$ cat config.mk
export PLATFORM = sky130hd
export DESIGN_NAME = vga_sync_gen_flat
export DESIGN_NICKNAME = d
export VERILOG_FILES = /design/src/rtl/vga_sync_gen_pkg.sv /design/src/rtl/vga_sync_gen_if.sv /design/src/rtl/vga_sync_gen_pixel_tick_div.sv /design/src/rtl/vga_sync_gen.sv /design/src/flat_wrapper.sv
export SDC_FILE = /design/constraint.sdc
export NUM_CORES = 1
export LEC_CHECK = 0
export CAP_MARGIN = 5
export CORE_MARGIN = 10
export CORE_UTILIZATION = 55
export DETAILED_ROUTE_END_ITERATION = 8
export PLACE_DENSITY = 0.86
export SETUP_SLACK_MARGIN = 0.3
export SYNTH_ARGS = -nofsm -noshare
export SYNTH_HDL_FRONTEND = slang
export SYNTH_SLANG_ARGS = --single-unit
$ cat constraint.sdc
create_clock -name clk -period 3.6 [get_ports clk]
set_clock_uncertainty 0.2 [all_clocks]
set_input_delay 0.72 -clock clk [delete_from_list [all_inputs] [get_ports clk]]
set_output_delay 0.72 -clock clk [all_outputs]
set_load 0.005 [all_outputs]
$ cat src/rtl/vga_sync_gen_pkg.sv
// Shared 640x480 @ 60 Hz timing constants and coordinate type for the
// display path; game-object blocks import this for the visible area size.
package vga_timing_pkg;

  localparam int COORD_W = 10;

  localparam int VGA_HD = 640;
  localparam int VGA_HF = 16;
  localparam int VGA_HS = 96;
  localparam int VGA_HB = 48;
  localparam int VGA_VD = 480;
  localparam int VGA_VF = 10;
  localparam int VGA_VS = 2;
  localparam int VGA_VB = 33;
  localparam int VGA_HT = VGA_HD + VGA_HF + VGA_HS + VGA_HB;
  localparam int VGA_VT = VGA_VD + VGA_VF + VGA_VS + VGA_VB;

  typedef logic [COORD_W-1:0] coord_t;

  // True when v lies in the inclusive window [lo, hi].
  function automatic logic in_window(input coord_t v, input coord_t lo, input coord_t hi);
    return (v >= lo) && (v <= hi);
  endfunction

endpackage

$ cat src/rtl/vga_sync_gen_if.sv
// Raster timing bundle: the generator drives it, renderer/game blocks read it.
interface vga_sync_if;
  import vga_timing_pkg::*;

  logic   p_tick;
  coord_t pixel_x;
  coord_t pixel_y;
  logic   hsync;
  logic   vsync;
  logic   video_on;
  logic   line_tick;
  logic   frame_tick;

  modport master (
    output p_tick, pixel_x, pixel_y, hsync, vsync, video_on, line_tick, frame_tick
  );

  modport slave (
    input p_tick, pixel_x, pixel_y, hsync, vsync, video_on, line_tick, frame_tick
  );

endinterface

$ cat src/rtl/vga_sync_gen_pixel_tick_div.sv
// Pixel-rate divider: one-clk p_tick every CLK_DIV system clocks.
// With CLK_DIV=1 the counter sits at 0 and p_tick is permanently high.
module pixel_tick_div #(
  parameter int CLK_DIV = 4
) (
  input  logic clk,
  input  logic reset,
  output logic p_tick
);

  localparam logic [3:0] DIV_LAST = 4'(CLK_DIV - 1);

  logic [3:0] div_cnt_r;

  // Divider phase counter, 0..CLK_DIV-1, restarts at phase 0 on reset.
  always_ff @(posedge clk or posedge reset) begin
    if (reset) begin
      div_cnt_r <= 4'd0;
    end else if (div_cnt_r == DIV_LAST) begin
      div_cnt_r <= 4'd0;
    end else begin
      div_cnt_r <= div_cnt_r + 4'd1;
    end
  end

  assign p_tick = (div_cnt_r == DIV_LAST);

endmodule

$ cat src/rtl/vga_sync_gen.sv
// VGA raster timing generator: pixel/line counters, registered sync and
// video_on decoded from next-state counters, plus line/frame strobes.
module vga_sync_gen
  import vga_timing_pkg::*;
#(
  parameter int   CLK_DIV  = 4,
  parameter int   HD       = VGA_HD,
  parameter int   HF       = VGA_HF,
  parameter int   HS       = VGA_HS,
  parameter int   HB       = VGA_HB,
  parameter int   VD       = VGA_VD,
  parameter int   VF       = VGA_VF,
  parameter int   VS       = VGA_VS,
  parameter int   VB       = VGA_VB,
  parameter logic SYNC_POL = 1'b0
) (
  input  logic       clk,
  input  logic       reset,
  vga_sync_if.master vga
);

  localparam coord_t X_LAST = COORD_W'(HD + HF + HS + HB - 1);
  localparam coord_t Y_LAST = COORD_W'(VD + VF + VS + VB - 1);
  localparam coord_t HD_C   = COORD_W'(HD);
  localparam coord_t VD_C   = COORD_W'(VD);
  localparam coord_t HS_LO  = COORD_W'(HD + HF);
  localparam coord_t HS_HI  = COORD_W'(HD + HF + HS - 1);
  localparam coord_t VS_LO  = COORD_W'(VD + VF);
  localparam coord_t VS_HI  = COORD_W'(VD + VF + VS - 1);

  logic   p_tick_s;
  logic   line_tick_s;
  logic   frame_tick_s;
  coord_t x_r, y_r;
  coord_t x_nxt_s, y_nxt_s;
  logic   hsync_r, vsync_r, video_on_r;
  logic   hsync_nxt_s, vsync_nxt_s, video_on_nxt_s;

  pixel_tick_div #(.CLK_DIV(CLK_DIV)) u_div (
    .clk    (clk),
    .reset  (reset),
    .p_tick (p_tick_s)
  );

  assign line_tick_s  = p_tick_s && (x_r == X_LAST);
  assign frame_tick_s = line_tick_s && (y_r == Y_LAST);

  // Next raster position and the sync/blank levels that belong to it.
  always_comb begin
    x_nxt_s = x_r;
    y_nxt_s = y_r;
    if (p_tick_s) begin
      if (x_r == X_LAST) begin
        x_nxt_s = '0;
        if (y_r == Y_LAST) begin
          y_nxt_s = '0;
        end else begin
          y_nxt_s = y_r + 10'd1;
        end
      end else begin
        x_nxt_s = x_r + 10'd1;
      end
    end else begin
      x_nxt_s = x_r;
    end
    hsync_nxt_s    = in_window(x_nxt_s, HS_LO, HS_HI) ? SYNC_POL : ~SYNC_POL;
    vsync_nxt_s    = in_window(y_nxt_s, VS_LO, VS_HI) ? SYNC_POL : ~SYNC_POL;
    video_on_nxt_s = (x_nxt_s < HD_C) && (y_nxt_s < VD_C);
  end

  // Counters and decoded outputs load together so they always agree.
  always_ff @(posedge clk or posedge reset) begin
    if (reset) begin
      x_r        <= '0;
      y_r        <= '0;
      hsync_r    <= ~SYNC_POL;
      vsync_r    <= ~SYNC_POL;
      video_on_r <= 1'b1;
    end else begin
      x_r        <= x_nxt_s;
      y_r        <= y_nxt_s;
      hsync_r    <= hsync_nxt_s;
      vsync_r    <= vsync_nxt_s;
      video_on_r <= video_on_nxt_s;
    end
  end

  assign vga.p_tick     = p_tick_s;
  assign vga.pixel_x    = x_r;
  assign vga.pixel_y    = y_r;
  assign vga.hsync      = hsync_r;
  assign vga.vsync      = vsync_r;
  assign vga.video_on   = video_on_r;
  assign vga.line_tick  = line_tick_s;
  assign vga.frame_tick = frame_tick_s;

endmodule
$ cat src/flat_wrapper.sv
// flat-port wrapper written by rule: the top's interface ports become plain ports
module vga_sync_gen_flat import vga_timing_pkg::*;
#(
  parameter int   CLK_DIV  = 4,
  parameter int   HD       = VGA_HD,
  parameter int   HF       = VGA_HF,
  parameter int   HS       = VGA_HS,
  parameter int   HB       = VGA_HB,
  parameter int   VD       = VGA_VD,
  parameter int   VF       = VGA_VF,
  parameter int   VS       = VGA_VS,
  parameter int   VB       = VGA_VB,
  parameter logic SYNC_POL = 1'b0
)
  (clk, reset, vga_p_tick, vga_pixel_x, vga_pixel_y, vga_hsync, vga_vsync, vga_video_on, vga_line_tick, vga_frame_tick);
  vga_sync_if vga_i ();
  input  logic clk;
  input  logic reset;
  output wire logic [$bits(vga_i.p_tick)-1:0] vga_p_tick;
  output wire logic [$bits(vga_i.pixel_x)-1:0] vga_pixel_x;
  output wire logic [$bits(vga_i.pixel_y)-1:0] vga_pixel_y;
  output wire logic [$bits(vga_i.hsync)-1:0] vga_hsync;
  output wire logic [$bits(vga_i.vsync)-1:0] vga_vsync;
  output wire logic [$bits(vga_i.video_on)-1:0] vga_video_on;
  output wire logic [$bits(vga_i.line_tick)-1:0] vga_line_tick;
  output wire logic [$bits(vga_i.frame_tick)-1:0] vga_frame_tick;
  assign vga_p_tick = vga_i.p_tick;
  assign vga_pixel_x = vga_i.pixel_x;
  assign vga_pixel_y = vga_i.pixel_y;
  assign vga_hsync = vga_i.hsync;
  assign vga_vsync = vga_i.vsync;
  assign vga_video_on = vga_i.video_on;
  assign vga_line_tick = vga_i.line_tick;
  assign vga_frame_tick = vga_i.frame_tick;
  vga_sync_gen #(.CLK_DIV(CLK_DIV), .HD(HD), .HF(HF), .HS(HS), .HB(HB), .VD(VD), .VF(VF), .VS(VS), .VB(VB), .SYNC_POL(SYNC_POL)) u_core (.clk(clk), .reset(reset), .vga(vga_i));
endmodule
After elaboration in Yosys (flattened, before gate mapping)
Index checks and enable logic that the tools add are counted.
{"block": "word_totals", "register_bits": 27, "inputBits": 2, "output_inout_bits": 26, "wordCells": 31}
{"block": "classes", "n_addsub": 3, "order_cmp": 6, "n_eq_ne": 3, "n_mux": 8, "reduce_logical": 5}
{"op": "$mux W10", "count": 5}
{"op": "$add A10 B1 Y10 const B", "count": 2}
{"op": "$eq A10 B10 Y1 const B", "count": 2}
{"op": "$ge A10 B10 Y1 const B", "count": 1}
{"op": "$ge A10 B9 Y1 const B", "count": 1}
{"op": "$le A10 B10 Y1 const B", "count": 1}
{"op": "$le A10 B9 Y1 const B", "count": 1}
{"op": "$lt A10 B10 Y1 const B", "count": 1}
{"op": "$lt A10 B9 Y1 const B", "count": 1}
{"op": "$logic_and A1 B1 Y1", "count": 5}
{"op": "$add A4 B1 Y4 const B", "count": 1}
{"op": "$eq A4 B2 Y1 const B", "count": 1}
{"op": "$mux W4", "count": 1}
{"op": "$mux W1", "count": 2}

Longest topological paths before layout
Gate-level depths: netlist of run 1.
{"block": "logic_depth", "depth_word": 7, "ltp_mapped": 8}

Cells and area by module
From an unflattened synthesis of run 1, not the netlist that was laid out.
{"block": "unflattened", "cells_unflattened": 153, "hier_area_um2": 1498.9}
{"mod": "vga_sync_gen", "instances": 1, "cells_each": 140, "area_each_um2": 1331.3, "seq_area_each_um2": 579.3}
{"mod": "pixel_tick_div", "instances": 1, "cells_each": 13, "area_each_um2": 167.7, "seq_area_each_um2": 100.1}

Worst setup path after synthesis of run 1
OpenSTA, ideal clock, no wires.
{"block": "synth_timing", "path_kind": "register to register", "start": "reg u_core.u_div.div_cnt_r[0]", "end": "reg u_core.video_on_r, in the netlist u_core.vga.video_on", "setup_time_ns": 0.084, "t_arrival_ns": 2.042, "path_slack_ns": 1.274, "path_stages_with_launch": 7, "n_path_buf": 0, "path_cell_list": "dfrtp_1 > ha_1 > or4bb_1 > nor4_1 > mux2_2 > o31a_1 > nor3b_1"}
{"block": "synth_between", "elab_chain_cells": 4, "elab_cells_between_ends": 6}
{"element": "start, declared", "line_no": "vga_sync_gen_pixel_tick_div.sv:13", "text": "logic [3:0] div_cnt_r;"}
{"element": "start signal, assigned", "line_no": "vga_sync_gen_pixel_tick_div.sv:22", "text": "div_cnt_r <= div_cnt_r + 4'd1;"}
{"element": "$eq A4 B2 Y1", "line_no": "vga_sync_gen_pixel_tick_div.sv:26", "text": "assign p_tick = (div_cnt_r == DIV_LAST);"}
{"element": "$mux W10", "line_no": "vga_sync_gen.sv:52", "text": "if (p_tick_s) begin"}
{"element": "named net u_core.x_nxt_s[9]", "line_no": "vga_sync_gen.sv:35", "text": "coord_t x_nxt_s, y_nxt_s;"}
{"element": "$lt A10 B10 Y1", "line_no": "vga_sync_gen.sv:68", "text": "video_on_nxt_s = (x_nxt_s < HD_C) && (y_nxt_s < VD_C);"}
{"element": "$logic_and A1 B1 Y1", "line_no": "vga_sync_gen.sv:68"}
{"element": "named net u_core.video_on_nxt_s", "line_no": "vga_sync_gen.sv:37", "text": "logic hsync_nxt_s, vsync_nxt_s, video_on_nxt_s;"}
{"element": "end signal, assigned", "line_no": "vga_sync_gen.sv:84", "text": "video_on_r <= video_on_nxt_s;"}
{"element": "end, declared", "line_no": "vga_sync_gen.sv:36", "text": "logic hsync_r, vsync_r, video_on_r;"}
The timed path passes the listed nets, and every way through them passes these cells.

Worst setup path after layout of run 1
{"block": "layout_timing", "start": "reg u_core.y_r[0], in the netlist u_core.vga.pixel_y[0]", "end": "out vga_frame_tick"}
{"block": "layout_between", "elab_chain_cells": 2}
{"element": "start, declared", "line_no": "vga_sync_gen.sv:34", "text": "coord_t x_r, y_r;"}
{"element": "start signal, assigned", "line_no": "vga_sync_gen.sv:81", "text": "y_r <= y_nxt_s;"}
{"element": "$eq A10 B10 Y1", "line_no": "vga_sync_gen.sv:46", "text": "assign frame_tick_s = line_tick_s && (y_r == Y_LAST);"}
{"element": "$logic_and A1 B1 Y1", "line_no": "vga_sync_gen.sv:46"}
{"element": "end, declared", "line_no": "flat_wrapper.sv:26", "text": "output wire logic [$bits(vga_i.frame_tick)-1:0] vga_frame_tick;"}
No other way between the ends.

==> results of run 1 <==
[registers in the layout, indices dropped and copies added (netlist names)]
signal,flops
u_core.vga.pixel_x,10
u_core.vga.pixel_y,10
u_core.u_div.div_cnt_r,4
u_core.vga.hsync,1
u_core.vga.video_on,1
u_core.vga.vsync,1
[per-stage QoR]
step / hold slack [ns] / worst slack, ns / power (mW) / cell area (um^2)
CTS: 0.276 / 0.314 / 0.441 / 1830
global route: 0.301 / 0.263 / 0.457 / 1910
finish: 0.277 / 0.387 / 0.441 / 1910
detailed placement: 0.257 / 0.573 / 0.316 / 1800
floorplan: 0.233 / 1.27 / 0.314 / 1510
global placement: 0.240 / 0.715 / 0.316 / 1800
[layer usage]
layer  vias up  global-route usage
met4         0              0.0473
met3         7              0.0490
met1       675               0.167
met5         -                   0
li1        623                   -
met2        79               0.217
[worst max-delay path, delay by kind of cell (launching register included)]
family / cells / cell delay, ns
adder cells (fa/ha/maj): 1 / 0.15
buffers and inverters: 2 / 0.66
flip-flops: 1 / 0.48
AND/OR/NAND/NOR: 3 / 0.69
[final cells by class]
| type | count | area (um^2) |
|---|---|---|
| multi-input combinational | 106 | 766 |
| fill | 178 | 633 |
| sequential | 27 | 681 |
| inverter | 12 | 48.8 |
| clock buffer | 4 | 26.3 |
| tap | 30 | 37.5 |
| timing repair buffer | 38 | 353 |
[cell usage in the layout, fill, tap and decap left out, drive strengths merged, types with 6 or more instances in the layout]
cell,Yosys,routed
nor2,8,8
buf,2,11
dfrtp,24,24
nand2,11,11
inv,12,11
nand4,6,6
xnor2,8,8
o21ai,6,6
nand3,11,11
clkdlybuf4s50,0,27
[worst min path at each step]
stage	start	to	slack (ns)	depth (start not counted)
2_1_floorplan	u_core.u_div.div_cnt_r[0]$_DFF_PP0_	u_core.u_div.div_cnt_r[0]$_DFF_PP0_	0.23	1
6_report	u_core.u_div.div_cnt_r[0]$_DFF_PP0_	u_core.u_div.div_cnt_r[0]$_DFF_PP0_	0.28	1
5_1_grt	u_core.u_div.div_cnt_r[0]$_DFF_PP0_	u_core.u_div.div_cnt_r[0]$_DFF_PP0_	0.30	1
3_3_place_gp	u_core.u_div.div_cnt_r[0]$_DFF_PP0_	u_core.u_div.div_cnt_r[0]$_DFF_PP0_	0.24	1
4_1_cts	u_core.u_div.div_cnt_r[0]$_DFF_PP0_	u_core.u_div.div_cnt_r[0]$_DFF_PP0_	0.28	1
3_5_place_dp	u_core.u_div.div_cnt_r[0]$_DFF_PP0_	u_core.u_div.div_cnt_r[0]$_DFF_PP0_	0.26	1
[what timing repair did]
action	4_1_cts	5_1_grt
buffers inserted	0	10
pin swaps	0	1
gates resized for setup	1	3
endpoints found under the setup margin	1	2
[logic make-up after synthesis]
kind of cell	share of synthesized area
AND/OR/NAND/NOR	0.263
flip-flops	0.451
AO/OA/AOI/OAI	0.117
buffers and inverters	0.0456
XOR/XNOR	0.0697
adder cells (fa/ha/maj)	0.0332
multiplexers	0.0207
[power by group through the flow]
stage / Combinational [mW] / Sequential [mW] / Clock (mW)
floorplan: 0.00447 / 0.309 / 0
global placement: 0.00697 / 0.309 / 0
detailed placement: 0.00697 / 0.309 / 0
CTS: 0.00703 / 0.304 / 0.130
global route: 0.00800 / 0.304 / 0.145
finish: 0.00665 / 0.304 / 0.131
==> results_dict.tcl, run 1 <==
set metrics [dict create \
    postRouteAntennaNets 0 \
    grt_setup_unrepaired "false" \
    p_leak_nw 0.767 \
    wl_um 3890 \
    synth-edff-count 0 \
    via_per_inst 6.38 \
    rrSetupSlack_ns 0.93 \
    hold_viol 0 \
    synth-main-ff-cell "dfrtp_1" \
    power_switching_mw 0.0929 \
    dr_wl_met3_um 369 \
    cts_buffers 3 \
    combPwrFrac 0.015 \
    slew_headroom 0.334 \
    slowest_delay_ns 0.52 \
    clock_path_buffers 2 \
    tightestPinTransition_ns 0.999 \
    critPathCaptureType "primary output" \
    ys_warn_count 0 \
    fin_util 0.751 \
    synthTopCellsByCount "dfrtp_1, inv_1, nand2_1, nand3_1" \
    ys_ff_latch 27 \
    wl_met2_um 1860 \
    crit_path_start_kind "register" \
    clock_power_share 0.296 \
    min_period_over_period 0.893 \
    clk_latency_ns 0.32 \
    start_util 0.592 \
    area_delta_synth_final_pct 26.8 \
    top_layer "met4" \
    slowest_stage "clkdlybuf4s50_1" \
    yosysSeqAreaShare 0.451 \
    diodes 0 \
    seqPwrFrac 0.689 \
    core_mm2 0.00254 \
    timing.fmax_mhz 311 \
    power.share.switching 0.211 \
    grt_pass1_wl_um 6000 \
    critPathRequiredTime_ns 2.68 \
    critPathKind "reg -> out" \
    grt_overflow 0 \
    pin_count 28 \
    cp-startpoint "u_core.vga.pixel_y[0]$_DFF_PP0_" \
    gp_congestion 0.893 \
    cts_tree "built" \
    fp.dieW_um 72.4 \
    syn_area_per_cell_um2 10.2 \
    synth.net_count 154 \
    grt_max_degree 28 \
    crit_end "vga_frame_tick" \
    dp_hpwl_um 2710 \
    syn_inst 148 \
    fin_crit_ns 3.21 \
    path_clk_slew_ns 0.14 \
    dieArea_mm2 0.00524 \
    portBuffers 27 \
    antenna_found_initial 0 \
    async_flop_share 1.00 \
    num_rows 18 \
    cts_sinks 27 \
    power_density_mw_per_mm2 231 \
    status "complete, no violations" \
    drv_cap 0 \
    synth_top_area_share 0.398 \
    firstDrtPassIters 4 \
    ys_types 47 \
    wl_met1_um 1610 \
    dieHeight_um 72.4 \
    crit_chain "inv_1 -> ha_1 -> nor4bb_1 -> nand4_1 -> nor2_1 -> clkdlybuf4s50_1" \
    hold_buffers 0 \
    vdd_drop_max_uv 231 \
    grt_pass1_vias 1279 \
    fin_cells 217 \
    via_count 1384 \
    yosysTopAreaCell "dfrtp_1" \
    fin_tns_setup_ns 0 \
    synthTopCellsByArea "dfrtp_1, dfstp_2, xnor2_1" \
    final_nets 194 \
    worst-path-max-fanout 6 \
    r2r-start "u_core.vga.pixel_x[7]$_DFF_PP0_" \
    dpl.cell_count 203 \
    synth_most_common_cell "dfrtp_1" \
    hold_class "reg -> reg" \
    drive_gt1_frac 0.171 \
    cts-htree-levels 1 \
    setup_viol 0 \
    drc 0 \
    p_int_mw 0.348 \
    reg2reg_depth 8 \
    r2r-end "u_core.vga.vsync$_DFF_PP1_" \
    synth_area_mm2 0.00151 \
    avgRoutedWirePerCell_um 17.9 \
    grtUsageTotal 0.137 \
    dr.first_iter.drc_count 188 \
    root_buffer "clkbuf_4" \
    finalMaxSlewViolations 0 \
    critPathArrivalTime_ns 2.29 \
]
Power figures use the tool's default switching activity.
==> inputs of run 2 (changes only) <==
Settings changed: CORE_ASPECT_RATIO from default to 1.1, CTS_CLUSTER_DIAMETER from default to 50.
==> run 2 against run 1 <==
  * Hold slack improved by 0.0032 ns
  * Combinational power is 0.6% lower
  * Die area about the same
  * Routed wire length fell by 4.0%
  * Critical path depth is the same
  * Global-route usage is 0.42 points lower
  * Via count decreased by 6.4%
  * Sequential power about the same
  * Design area down 2.2%
  * Critical endpoint unchanged
==> results_dict.tcl, run 2 (synthesis gave the netlist of run 1 again) <==
set metrics [dict create \
    status "complete, no violations" \
    crit_chain "inv_1 -> ha_1 -> nor4bb_1 -> nand4_1 -> nor2_1 -> clkdlybuf4s50_1" \
    whs_ns 0.280 \
    cts_buffers 3 \
    dieHeight_um 74.9 \
    firstDrtPassIters 4 \
    slew_headroom 0.339 \
    pre_cts_ws_ns 0.630 \
    clock_path_buffers 2 \
    setup_viol 0 \
    fin_crit_ns 3.24 \
    min_period_over_period 0.900 \
    area_delta_synth_final_pct 24.0 \
    power_density_mw_per_mm2 234 \
    dr.first_iter.drc_count 156 \
    use_met1 0.146 \
    hold_class "reg -> reg" \
    timing.fmax_mhz 309 \
    vdd_drop_max_uv 192 \
    portBuffers 27 \
    cts_sinks 27 \
    combPwrFrac 0.015 \
    grt_pass1_wl_um 5890 \
    gp_congestion 0.918 \
    critPathKind "reg -> out" \
    root_buffer "clkbuf_4" \
    dieArea_mm2 0.00524 \
    wl_um 3740 \
    fin_cells 213 \
    grt_setup_unrepaired "true" \
    mostFrequentLayoutCells "clkdlybuf4s50_1, dfrtp_1, nand3_1, nand2_1, inv_1" \
    slowest_stage "clkdlybuf4s50_1" \
    diodes 0 \
    p_leak_nw 0.747 \
    num_rows 19 \
    worst-path-max-fanout 6 \
    power.share.switching 0.208 \
    cts-htree-levels 1 \
    critPathCaptureType "primary output" \
    pin_count 28 \
    postRouteAntennaNets 0 \
    critPathBufInv 2 \
    drc 0 \
    crit_family "simple AND/OR/NAND/NOR gates" \
    cp_num_cells 6 \
    finalMaxSlewViolations 0 \
    whs_path_depth 1 \
    grt_util_met2 0.236 \
    grt_pass1_vias 1274 \
    gr-usage-met3 0.0447 \
    fin_tns_setup_ns 0 \
    p_int_mw 0.346 \
    via_per_inst 6.08 \
    fp.dieW_um 69.9 \
    avgRoutedWirePerCell_um 17.5 \
    start_util 0.587 \
    final_common_cell "clkdlybuf4s50_1" \
    setup_ws_ns 0.362 \
    path_clk_slew_ns 0.13 \
    dp_hpwl_um 2750 \
    critPathArrivalTime_ns 2.32 \
    antenna_found_initial 0 \
    hold_buffers 0 \
    via_count 1295 \
    clock_power_share 0.290 \
    drive_gt1_frac 0.143 \
    crit_path_start_kind "register" \
    grt_overflow 0 \
    tightestPinTransition_ns 0.990 \
    final_nets 189 \
    slowest_delay_ns 0.52 \
    reg2reg_depth 8 \
    critPathRequiredTime_ns 2.68 \
    dpl.cell_count 204 \
    seqPwrFrac 0.695 \
    grtUsageTotal 0.133 \
    grt_max_degree 28 \
    drv_cap 0 \
    top_usage_layer "met2" \
    power_switching_mw 0.0909 \
    cts_tree "built" \
    clk_latency_ns 0.32 \
    hold_viol 0 \
    core_mm2 0.00257 \
]
run 2: final timing paths:
path / startpoint / end / slack (ns)
setup reg to reg: u_core.vga.pixel_y[0]$_DFF_PP0_ / u_core.vga.vsync$_DFF_PP1_ / 0.97
max in group asynchronous: reset / u_core.vga.pixel_x[0]$_DFF_PP0_ / 1.89
setup / recovery: u_core.vga.pixel_y[0]$_DFF_PP0_ / vga_frame_tick / 0.36
hold reg to reg: u_core.u_div.div_cnt_r[0]$_DFF_PP0_ / u_core.u_div.div_cnt_r[0]$_DFF_PP0_ / 0.28
hold / removal: u_core.u_div.div_cnt_r[0]$_DFF_PP0_ / u_core.u_div.div_cnt_r[0]$_DFF_PP0_ / 0.28
min in group asynchronous: reset / u_core.vga.pixel_x[3]$_DFF_PP0_ / 0.72
run 2: layer usage:
layer  up-vias  wire length [um]
met5         -                 0
met4         0                59
met2        56              1870
met1       623              1490
met3         8               311
li1        608                 -
run 2: layout make-up:
class / instances / area (um^2)
well taps: 31 / 38.8
flip-flops and latches: 27 / 679
multi-input cells: 106 / 759
fillers: 195 / 698
inverters: 12 / 48.8
clock buffers: 3 / 22.5
repair buffers: 33 / 315
clock inverters: 1 / 5.00
run 2: stage by stage:
stage	total power [mW]	area [um^2]	utilization
2_1_floorplan	0.314	1510	-
3_3_place_gp	0.316	1800	0.701
3_5_place_dp	0.316	1800	0.701
4_1_cts	0.445	1830	0.713
5_1_grt	0.457	1870	0.728
6_report	0.437	1870	0.728
run 2: repair_timing:
| item | 4_1_cts | 5_1_grt |
|---|---|---|
| setup endpoints to repair | 1 | 2 |
| setup buffers | 0 | 5 |
| gates resized for setup | 1 | 0 |
| pin swaps | 0 | 1 |
run 2: power groups by stage:
stage          logic (mW)  clock network [mW]  registers [mW]
6_report          0.00661               0.127           0.304
2_1_floorplan     0.00447                   0           0.309
5_1_grt           0.00792               0.145           0.304
4_1_cts           0.00719               0.134           0.304
3_3_place_gp      0.00689                   0           0.309
3_5_place_dp      0.00714                   0           0.309
==> inputs of run 3 (changes only) <==
Clock period 3.6 ns to 4.1 ns, I/O delays scaled along.
==> run 3 against run 2 <==
  * Clock power shrank 11%
  * Sequential power shrank 12%
  * Power shrank 12%
  * Die area is the same
  * Routed wire length shrank 2.9%
  * Register-to-register slack gained 0.48 ns
  * Clock-buffer cell count is the same
  * Flip-flop and latch count is the same
  * Critical path depth shrank 1
  * Via count shrank 1.4%
  * Combinational power shrank 11%
  * Largest cell class unchanged
==> results_dict.tcl, run 3 (synthesis gave the netlist of run 1 again) <==
set metrics [dict create \
    drc 0 \
    tightestPinTransition_ns 1.00 \
    postRouteAntennaNets 0 \
    root_buffer "clkbuf_4" \
    min_period_over_period 0.853 \
    critPathArrivalTime_ns 2.48 \
    p_leak_nw 0.727 \
    multi_input_area_um2 759 \
    dp_hpwl_um 2770 \
    wl_um 3630 \
    critPathCaptureType "primary output" \
    worst-path-max-fanout 14 \
    r2r-start "u_core.vga.pixel_x[0]$_DFF_PP0_" \
    pin_count 28 \
    via_per_inst 6.17 \
    area_delta_synth_final_pct 20.7 \
    postCtsResizedCells 0 \
    status "complete, no violations" \
    min_from "u_core.u_div.div_cnt_r[0]$_DFF_PP0_" \
    clock_path_buffers 2 \
    grt_overflow 0 \
    cts-htree-levels 1 \
    final_common_cell "clkdlybuf4s50_1" \
    fin_util 0.709 \
    critPathKind "reg -> out" \
    hold_buffers 0 \
    antenna_found_initial 0 \
    power_density_mw_per_mm2 212 \
    hold_viol 0 \
    dieArea_mm2 0.00524 \
    drv_cap 0 \
    p_total_mw 0.385 \
    via_count 1277 \
    diodes 0 \
    cts_buffers 3 \
    seqCellArea_um2 679 \
    critPathRequiredTime_ns 3.08 \
    grtUsageTotal 0.132 \
    grt_max_degree 28 \
    fin_tns_setup_ns 0 \
    cts_tree "built" \
    crit_family "buffers and inverters" \
    clk_latency_ns 0.32 \
    slowest_stage "clkdlybuf4s50_1" \
    hold_class "reg -> reg" \
    gp_congestion 0.918 \
    finalMaxSlewViolations 0 \
    final_nets 183 \
    path_clk_slew_ns 0.15 \
    start_util 0.587 \
    mostFrequentLayoutCells "clkdlybuf4s50_1, dfrtp_1, inv_1, nand3_1, nand2_1" \
    dr.first_iter.drc_count 126 \
    cts_sinks 27 \
    crit_path_start_kind "register" \
    slowest_delay_ns 0.59 \
    dieHeight_um 74.9 \
    postCtsSetupRepairBufs 0 \
    fp.dieW_um 69.9 \
    portBuffers 27 \
    slew_headroom 0.329 \
    grt_pass1_vias 1252 \
    drive_gt1_frac 0.108 \
    cp-startpoint "u_core.vga.pixel_x[0]$_DFF_PP0_" \
    crit_chain "ha_1 -> and2_2 -> nand4_4 -> inv_1 -> clkdlybuf4s50_1" \
    timing.fmax_mhz 286 \
    core_mm2 0.00257 \
    firstDrtPassIters 4 \
    grt_pass1_wl_um 5710 \
    vdd_drop_max_uv 184 \
    num_rows 19 \
    avgRoutedWirePerCell_um 17.5 \
    critPathBufInv 2 \
    setup_viol 0 \
    fill_cells 213 \
    fin_crit_ns 3.50 \
    grt_setup_unrepaired "false" \
]
## run 3: cell type report
cell class	count	area share
multi-input cells	106	0.417
inverters	12	0.0247
repair buffers	27	0.148
well taps	31	0.0213
clock inverters	1	0.00275
flip-flops and latches	27	0.373
clock buffers	3	0.0124
## run 3: final timing paths
kind / slack (ns) / depth (start not counted) / endpoint
max: 0.60 / 5 / vga_line_tick
min: 0.29 / 1 / u_core.u_div.div_cnt_r[0]$_DFF_PP0_
max reg2reg: 1.45 / 7 / u_core.vga.vsync$_DFF_PP1_
min reg2reg: 0.29 / 1 / u_core.u_div.div_cnt_r[0]$_DFF_PP0_
max in group asynchronous: 2.27 / 2 / u_core.u_div.div_cnt_r[1]$_DFF_PP0_
min in group asynchronous: 0.82 / 2 / u_core.vga.pixel_x[0]$_DFF_PP0_
## run 3: layer usage
metal / routed length, um / global-route usage / vias to the layer above
met3: 336 / 0.0526 / 8
met5: 0 / 0 / -
met1: 1430 / 0.138 / 615
met2: 1800 / 0.225 / 54
li1: - / - / 600
met4: 68 / 0.0746 / 0
## run 3: per-stage QoR
step	setup WS [ns]	hold slack, ns	cells	cell area (um^2)
after detailed placement	1.03	0.273	203	1790
after global routing	0.489	0.302	207	1820
after CTS	0.650	0.291	207	1820
after floorplan	1.74	0.233	148	1510
final	0.604	0.290	207	1820
after global placement	1.13	0.243	203	1790
## run 3: power by group
part | total (mW) | switching, mW | internal [mW]
clock network | 0.113 | 0.0762 | 0.0365
registers | 0.267 | 0 | 0.267
logic | 0.00586 | 0.00498 | 0.000874
total | 0.385 | 0.0812 | 0.304
==> RTL change 1: new RTL, config.mk and constraints of run 2 <==
Set the package constant `COORD_W` to 11 (it was 10).
--- a/src/rtl/vga_sync_gen_pkg.sv
+++ b/src/rtl/vga_sync_gen_pkg.sv
@@ -2,7 +2,7 @@
 // display path; game-object blocks import this for the visible area size.
 package vga_timing_pkg;
 
-  localparam int COORD_W = 10;
+  localparam int COORD_W = 11;
 
   localparam int VGA_HD = 640;
   localparam int VGA_HF = 16;
Interface: changed (resized vga_pixel_x and vga_pixel_y); port bits go from 28 to 30. No check against the original RTL was run, so the function may have changed too.
==> RTL change 1 against run 2 <==
  * Sequential cell count up 2
  * Power up 30%
  * Routed wire length up 15%
  * Area after synthesis up 16%
  * Final area up 17%
  * Setup slack better by 91 ps
  * First-iteration DRC count up 36%
  * Non-clock buffer count up 2
  * Largest power group unchanged
  * Highest routed layer unchanged
==> RTL change 1: results (changes against run 2) <==
placed_design:
  postPlaceCellArea_mm2: 0.00205  # +14%
  place.detailed.hpwl_um: 3100  # +12%
  portBuffers: 29  # +7.4%
  finalWeightedCongestion: 0.845  # -8.0%
setup_path:
  slowest_stage: "clkdlybuf4s50_1"
  worstPathArrival_ps: 2230  # -90 ps
  critPathMaxStageDelay_ps: 510
  critPathMaxFanout: 14  # +8
power:
  vdd_ir_drop_max_v: 0.000279  # +46%
  power_leakage_nw: 0.893  # +20%
  clkPwrFrac_pct: 41.1  # +12 points
  comb_power_share_pct: 1.4
  final_total_pwr_w: 0.000566  # +30%
  switchingPower_w: 0.000126  # +38%
global_route:
  grt_start_max_net_pins: 30  # +7.1%
  grt_use_total_pct: 15.0  # +1.7 points
  grt_first_pass_wirelength_um: 7000  # +19%
  grt_antenna_before_repair: 0  # unchanged
  first_global_vias: 1450  # +14%
cells_and_area:
  clock_area_share_pct: 3.19  # +1.7 points
  fillers: 228  # +17%
  flow.area_growth_from_synthesis_pct: 25.4
  multiInputGateArea_um2: 973  # +28%
  multi_input_comb_cells: 136  # +28%
  num-nets-final: 222  # +17%
  num-nonclk-inverters: 9  # -3
  layout-drive-gt1-share_pct: 16.6  # +2.3 points
  area.share.sequential_pct: 33.4  # -2.9 points
  area_share_nonclk_buffers_pct: 15.3  # -1.6 points
  n_antenna_cell: 0  # unchanged
  clock_buffers: 7  # +4
  buffers: 35  # +6.1%
status:
  result_of_the_run: "finished clean"
logic_synthesis:
  synth.top_cells.by_count: "26 x dfrtp_1, 17 x nand2_1, 12 x nand3_1, 12 x o21ai_0, 11 x nor2_1"
  postSynthNetCount: 186  # +21%
  yosysUniqueCellTypes: 53  # +13%
  synth.ff_latch_count: 29  # +7.4%
  ys_async_sr_fraction_pct: 100  # unchanged
  yosys-top-cells-area: "dfrtp_1 37%, dfstp_2 4.5%, xor2_1 4.0%, nand2_1 3.6%, nand3_1 3.4%"
  fraction_of_the_yosys_area_taken_by_sequential_cells_pct: 41.7  # -3.4 points
  synth-warning-count: 0  # unchanged
clocking:
  clk_slew_on_worst_s_h_paths_ps: 90  # -40 ps
  clock_tree_buf_depth: 2  # unchanged
  insertion_delay_ps: 350  # +30 ps
  cts_buffers: 5  # +2
  cts.htree.levels: 2  # +1
  cts-root-buf: "clkbuf_4"
routing:
  drt_first_iter_violations: 212  # +36%
  routedWlPerCell_um: 17.1  # -2.6%
  drt_pass1_iterations: 4  # unchanged
  vias: 1554  # +20%
floorplan:
  floorplan.tapcells: 34  # +9.7%
worst_hold_path:
  timing.hold.worst.class: "flip-flop to flip-flop"
timing:
  max_slew_margin_pct: 67.9  # +34 points
-- RTL change 1: changes by cell type in the layout (fill, tap and decap cells not counted), moves of 4 or more --
cell / delta
xor2_1: +4
nand2_1: +6
and2_1: +6
o21ai_0: +6
-- RTL change 1: what timing repair did --
action                     in CTS  in global routing
setup endpoints to repair       2                  2
setup buffers                   0                  4
pin swaps                       0                  2
gates resized for setup         3                  6
-- RTL change 1: layer usage --
layer	up-vias	global-route usage (%)	wire length (um)
li1	726	-	-
met1	730	17.7	1720
met2	85	22.4	2000
met3	13	6.72	459
met4	0	7.09	106
met5	-	0	0
-- RTL change 1: critical path, delay by kind of cell (launching register included) --
family	cells	cell delay, ps
buffers and inverters	3	820
adders and majority gates	1	240
and+or+nand+nor	3	430
DFF	1	400
-- RTL change 1: per-stage QoR --
step | cells | worst slack (ps)
floorplan | 180 | 987
detailed placement | 239 | 648
global route | 251 | 303
CTS | 247 | 315
finish | 251 | 453
global placement | 239 | 692
-- RTL change 1: logic make-up after synthesis --
group	Yosys count	synth area share, %
AOI/OAI and AO/OA	33	13.0
adders and majority gates	4	2.86
buffers and inverters	15	4.65
and+or+nand+nor	83	29.2
DFF	29	41.7
muxes	1	0.644
xor gates and xnor gates	15	7.94
-- RTL change 1: final timing paths --
kind	start	endpoint	slack [ps]	depth (start not counted)
setup / recovery	u_core.u_div.div_cnt_r[0]	vga_line_tick	450	7
hold / removal	u_core.u_div.div_cnt_r[0]	u_core.u_div.div_cnt_r[0]	290	1
setup reg to reg	u_core.u_div.div_cnt_r[0]	u_core.vga.video_on	970	7
hold reg to reg	u_core.u_div.div_cnt_r[0]	u_core.u_div.div_cnt_r[0]	290	1
max in group asynchronous	reset	u_core.vga.hsync	2350	3
min in group asynchronous	reset	u_core.vga.pixel_y[8]	520	3
==> RTL change 2: new RTL, config.mk and constraints of run 2 <==
Without the edit above. Make the reset (`reset`) synchronous in 2 clocked blocks.
--- a/src/rtl/vga_sync_gen_pixel_tick_div.sv
+++ b/src/rtl/vga_sync_gen_pixel_tick_div.sv
@@ -13,7 +13,7 @@
   logic [3:0] div_cnt_r;
 
   // Divider phase counter, 0..CLK_DIV-1, restarts at phase 0 on reset.
-  always_ff @(posedge clk or posedge reset) begin
+  always_ff @(posedge clk) begin
     if (reset) begin
       div_cnt_r <= 4'd0;
     end else if (div_cnt_r == DIV_LAST) begin
--- a/src/rtl/vga_sync_gen.sv
+++ b/src/rtl/vga_sync_gen.sv
@@ -69,7 +69,7 @@
   end
 
   // Counters and decoded outputs load together so they always agree.
-  always_ff @(posedge clk or posedge reset) begin
+  always_ff @(posedge clk) begin
     if (reset) begin
       x_r        <= '0;
       y_r        <= '0;
Behaviour: differs if reset is asserted again (counterexample within 4 cycles, from zero or initial values and one cycle with reset high); with reset held inactive, the same outputs for 10 cycles.
==> RTL change 2 against run 2 <==
  * Area after synthesis down 0.58%
  * Final area about the same
  * Via count up 16%
  * Setup slack better by 74 ps
  * Sequential cell count unchanged
  * First-iteration DRC count unchanged
  * Count of clock-buffer cells in the layout up 1
  * Routed wire length up 8.9%
  * Critical path depth unchanged
  * Sequential share of layout area down 7.3 points
  * Critical endpoint unchanged
Power is not compared: it rests on default switching activity, and its combinational part moved more than twofold at a synthesized area within 25%.
==> RTL change 2: results (changes against run 2) <==
setup_path:
  critPathMaxFanout: 4  # -2
  critical_path.top_delay_family: "simple AND/OR/NAND/NOR gates"
  critPathMaxStageDelay_ps: 510
  slowest_stage: "or4_4"
  worstPathArrival_ps: 2240  # -80 ps
cells_and_area:
  num-nets-final: 222  # +17%
  fillers: 196  # +0.51%
  n_antenna_cell: 0  # unchanged
  layout-drive-gt1-share_pct: 9.77  # -4.5 points
power:
  vdd_ir_drop_max_v: 0.000243
  power_leakage_nw: 0.632
clocking:
  cts-root-buf: "clkbuf_4"
  cts_buffers: 3  # unchanged
  clock_tree_buf_depth: 2  # unchanged
  cts.htree.levels: 1  # unchanged
  insertion_delay_ps: 320  # about the same
  clk_slew_on_worst_s_h_paths_ps: 130  # about the same
logic_synthesis:
  synth_mux_area_share_pct: 2.00  # -0.071 points
  postSynthNetCount: 192  # +25%
  fraction_of_the_yosys_area_taken_by_sequential_cells_pct: 36.1  # -9.0 points
  ys_async_sr_fraction_pct: 0  # -100 points
  synth.top_cells.by_count: "27 x dfxtp_1, 20 x nor2_1, 17 x nand2_1, 12 x nor3_1"
  synth-xor-area-share_pct: 8.76  # +1.8 points
  area_fraction_in_compound_gates_after_synthesis_pct: 12.4  # +0.65 points
  yosysUniqueCellTypes: 44  # -6.4%
  yosys-top-cells-area: "dfxtp_1 36%, nor2_1 5.0%, xor2_1 4.7%, nand2_1 4.3%, xnor2_1 4.1%"
  synth-adder-area-share_pct: 3.34  # +0.019 points
  synth-warning-count: 0  # unchanged
routing:
  drt_first_iter_violations: 156  # unchanged
  vias_per_cell: 6.13  # +0.83%
  drt_pass1_iterations: 5  # +1
  total_length_of_routed_wires_um: 4070  # +8.9%
placed_design:
  finalWeightedCongestion: 0.865  # -5.8%
  place.detailed.hpwl_um: 2840  # +3.0%
  portBuffers: 27  # unchanged
  preCtsSetupSlack_ps: 443  # -186 ps
global_route:
  grt_use_total_pct: 14.9  # +1.6 points
  grt_start_max_net_pins: 21  # -25%
  first_global_vias: 1414  # +11%
  grt_antenna_before_repair: 0  # unchanged
  grt_first_pass_wirelength_um: 6630  # +13%
status:
  result_of_the_run: "finished clean"
worst_hold_path:
  timing.hold.worst.class: "flip-flop to flip-flop"
timing:
  worst_pin_slew_ps: 419  # -571 ps
RTL change 2: final timing paths:
| path | cells after the start | start | to | slack, ps |
|---|---|---|---|---|
| min reg2reg | 2 | u_core.u_div.div_cnt_r[0] | u_core.u_div.div_cnt_r[0] | 310 |
| max | 6 | u_core.u_div.div_cnt_r[0] | vga_frame_tick | 440 |
| max reg2reg | 9 | u_core.u_div.div_cnt_r[0] | u_core.vga.vsync | 510 |
| min | 2 | u_core.u_div.div_cnt_r[0] | u_core.u_div.div_cnt_r[0] | 310 |
RTL change 2: final cells by class:
class / count / share of cell area, %
tap: 31 / 2.08
inverter: 5 / 1.00
timing repair buffer: 36 / 18.2
sequential: 27 / 29.1
multi-input combinational: 143 / 48.3
clock buffer: 4 / 1.41
RTL change 2: layer usage:
| metal | up-vias | GRT usage, % | wire (um) |
|---|---|---|---|
| met2 | 75 | 27.5 | 2070 |
| met3 | 12 | 4.60 | 352 |
| met1 | 698 | 15.7 | 1560 |
| met5 | - | 0 | 0 |
| met4 | 0 | 5.92 | 90 |
| li1 | 723 | - | - |
RTL change 2: kinds of logic (layout without fill, tap and decap cells):
kind of cell               count (synthesis)  count (layout)
and+or+nand+nor                           94              94
muxes                                      3               3
xor gates and xnor gates                  15              15
DFF                                       27              27
adders and majority gates                  4               4
AOI/OAI and AO/OA                         27              27
buffers and inverters                     16              45
RTL change 2: worst reg2reg max path, cell delays in order, from the launching register on:
cell and delay, ps:
dfxtp_2 350, ha_2 180, or3b_1 380, or4_4 510, buf_4 170, buf_4 170
o21ai_0 250, a31o_2 210, nand3_1 70, or4_1 510
RTL change 2: what timing repair did:
item	CTS	global route
cloned	0	0
setup endpoints to repair	2	1
buffers inserted	3	2
resized for setup	4	2
pin swaps	1	0
RTL change 2: metrics by stage:
| stage | instances | total power [W] | util, % | instance area [um2] | hold slack, ps |
|---|---|---|---|---|---|
| after global routing | 246 | 0.000484 | 73.4 | 1870 | 328 |
| final | 246 | 0.000461 | 73.4 | 1870 | 314 |
| after global placement | 237 | 0.000334 | 70.6 | 1800 | 242 |
| after CTS | 244 | 0.000468 | 72.7 | 1850 | 311 |
| after floorplan | 186 | 0.000326 | - | 1500 | 233 |
| after detailed placement | 237 | 0.000335 | 70.6 | 1800 | 258 |
RTL change 2: report_power, final:
| group | total, W | switching [W] | internal, W |
|---|---|---|---|
| registers | 0.000306 | 0.00000256 | 0.000303 |
| clock network | 0.000130 | 0.0000864 | 0.0000434 |
| logic | 0.0000251 | 0.0000130 | 0.0000121 |
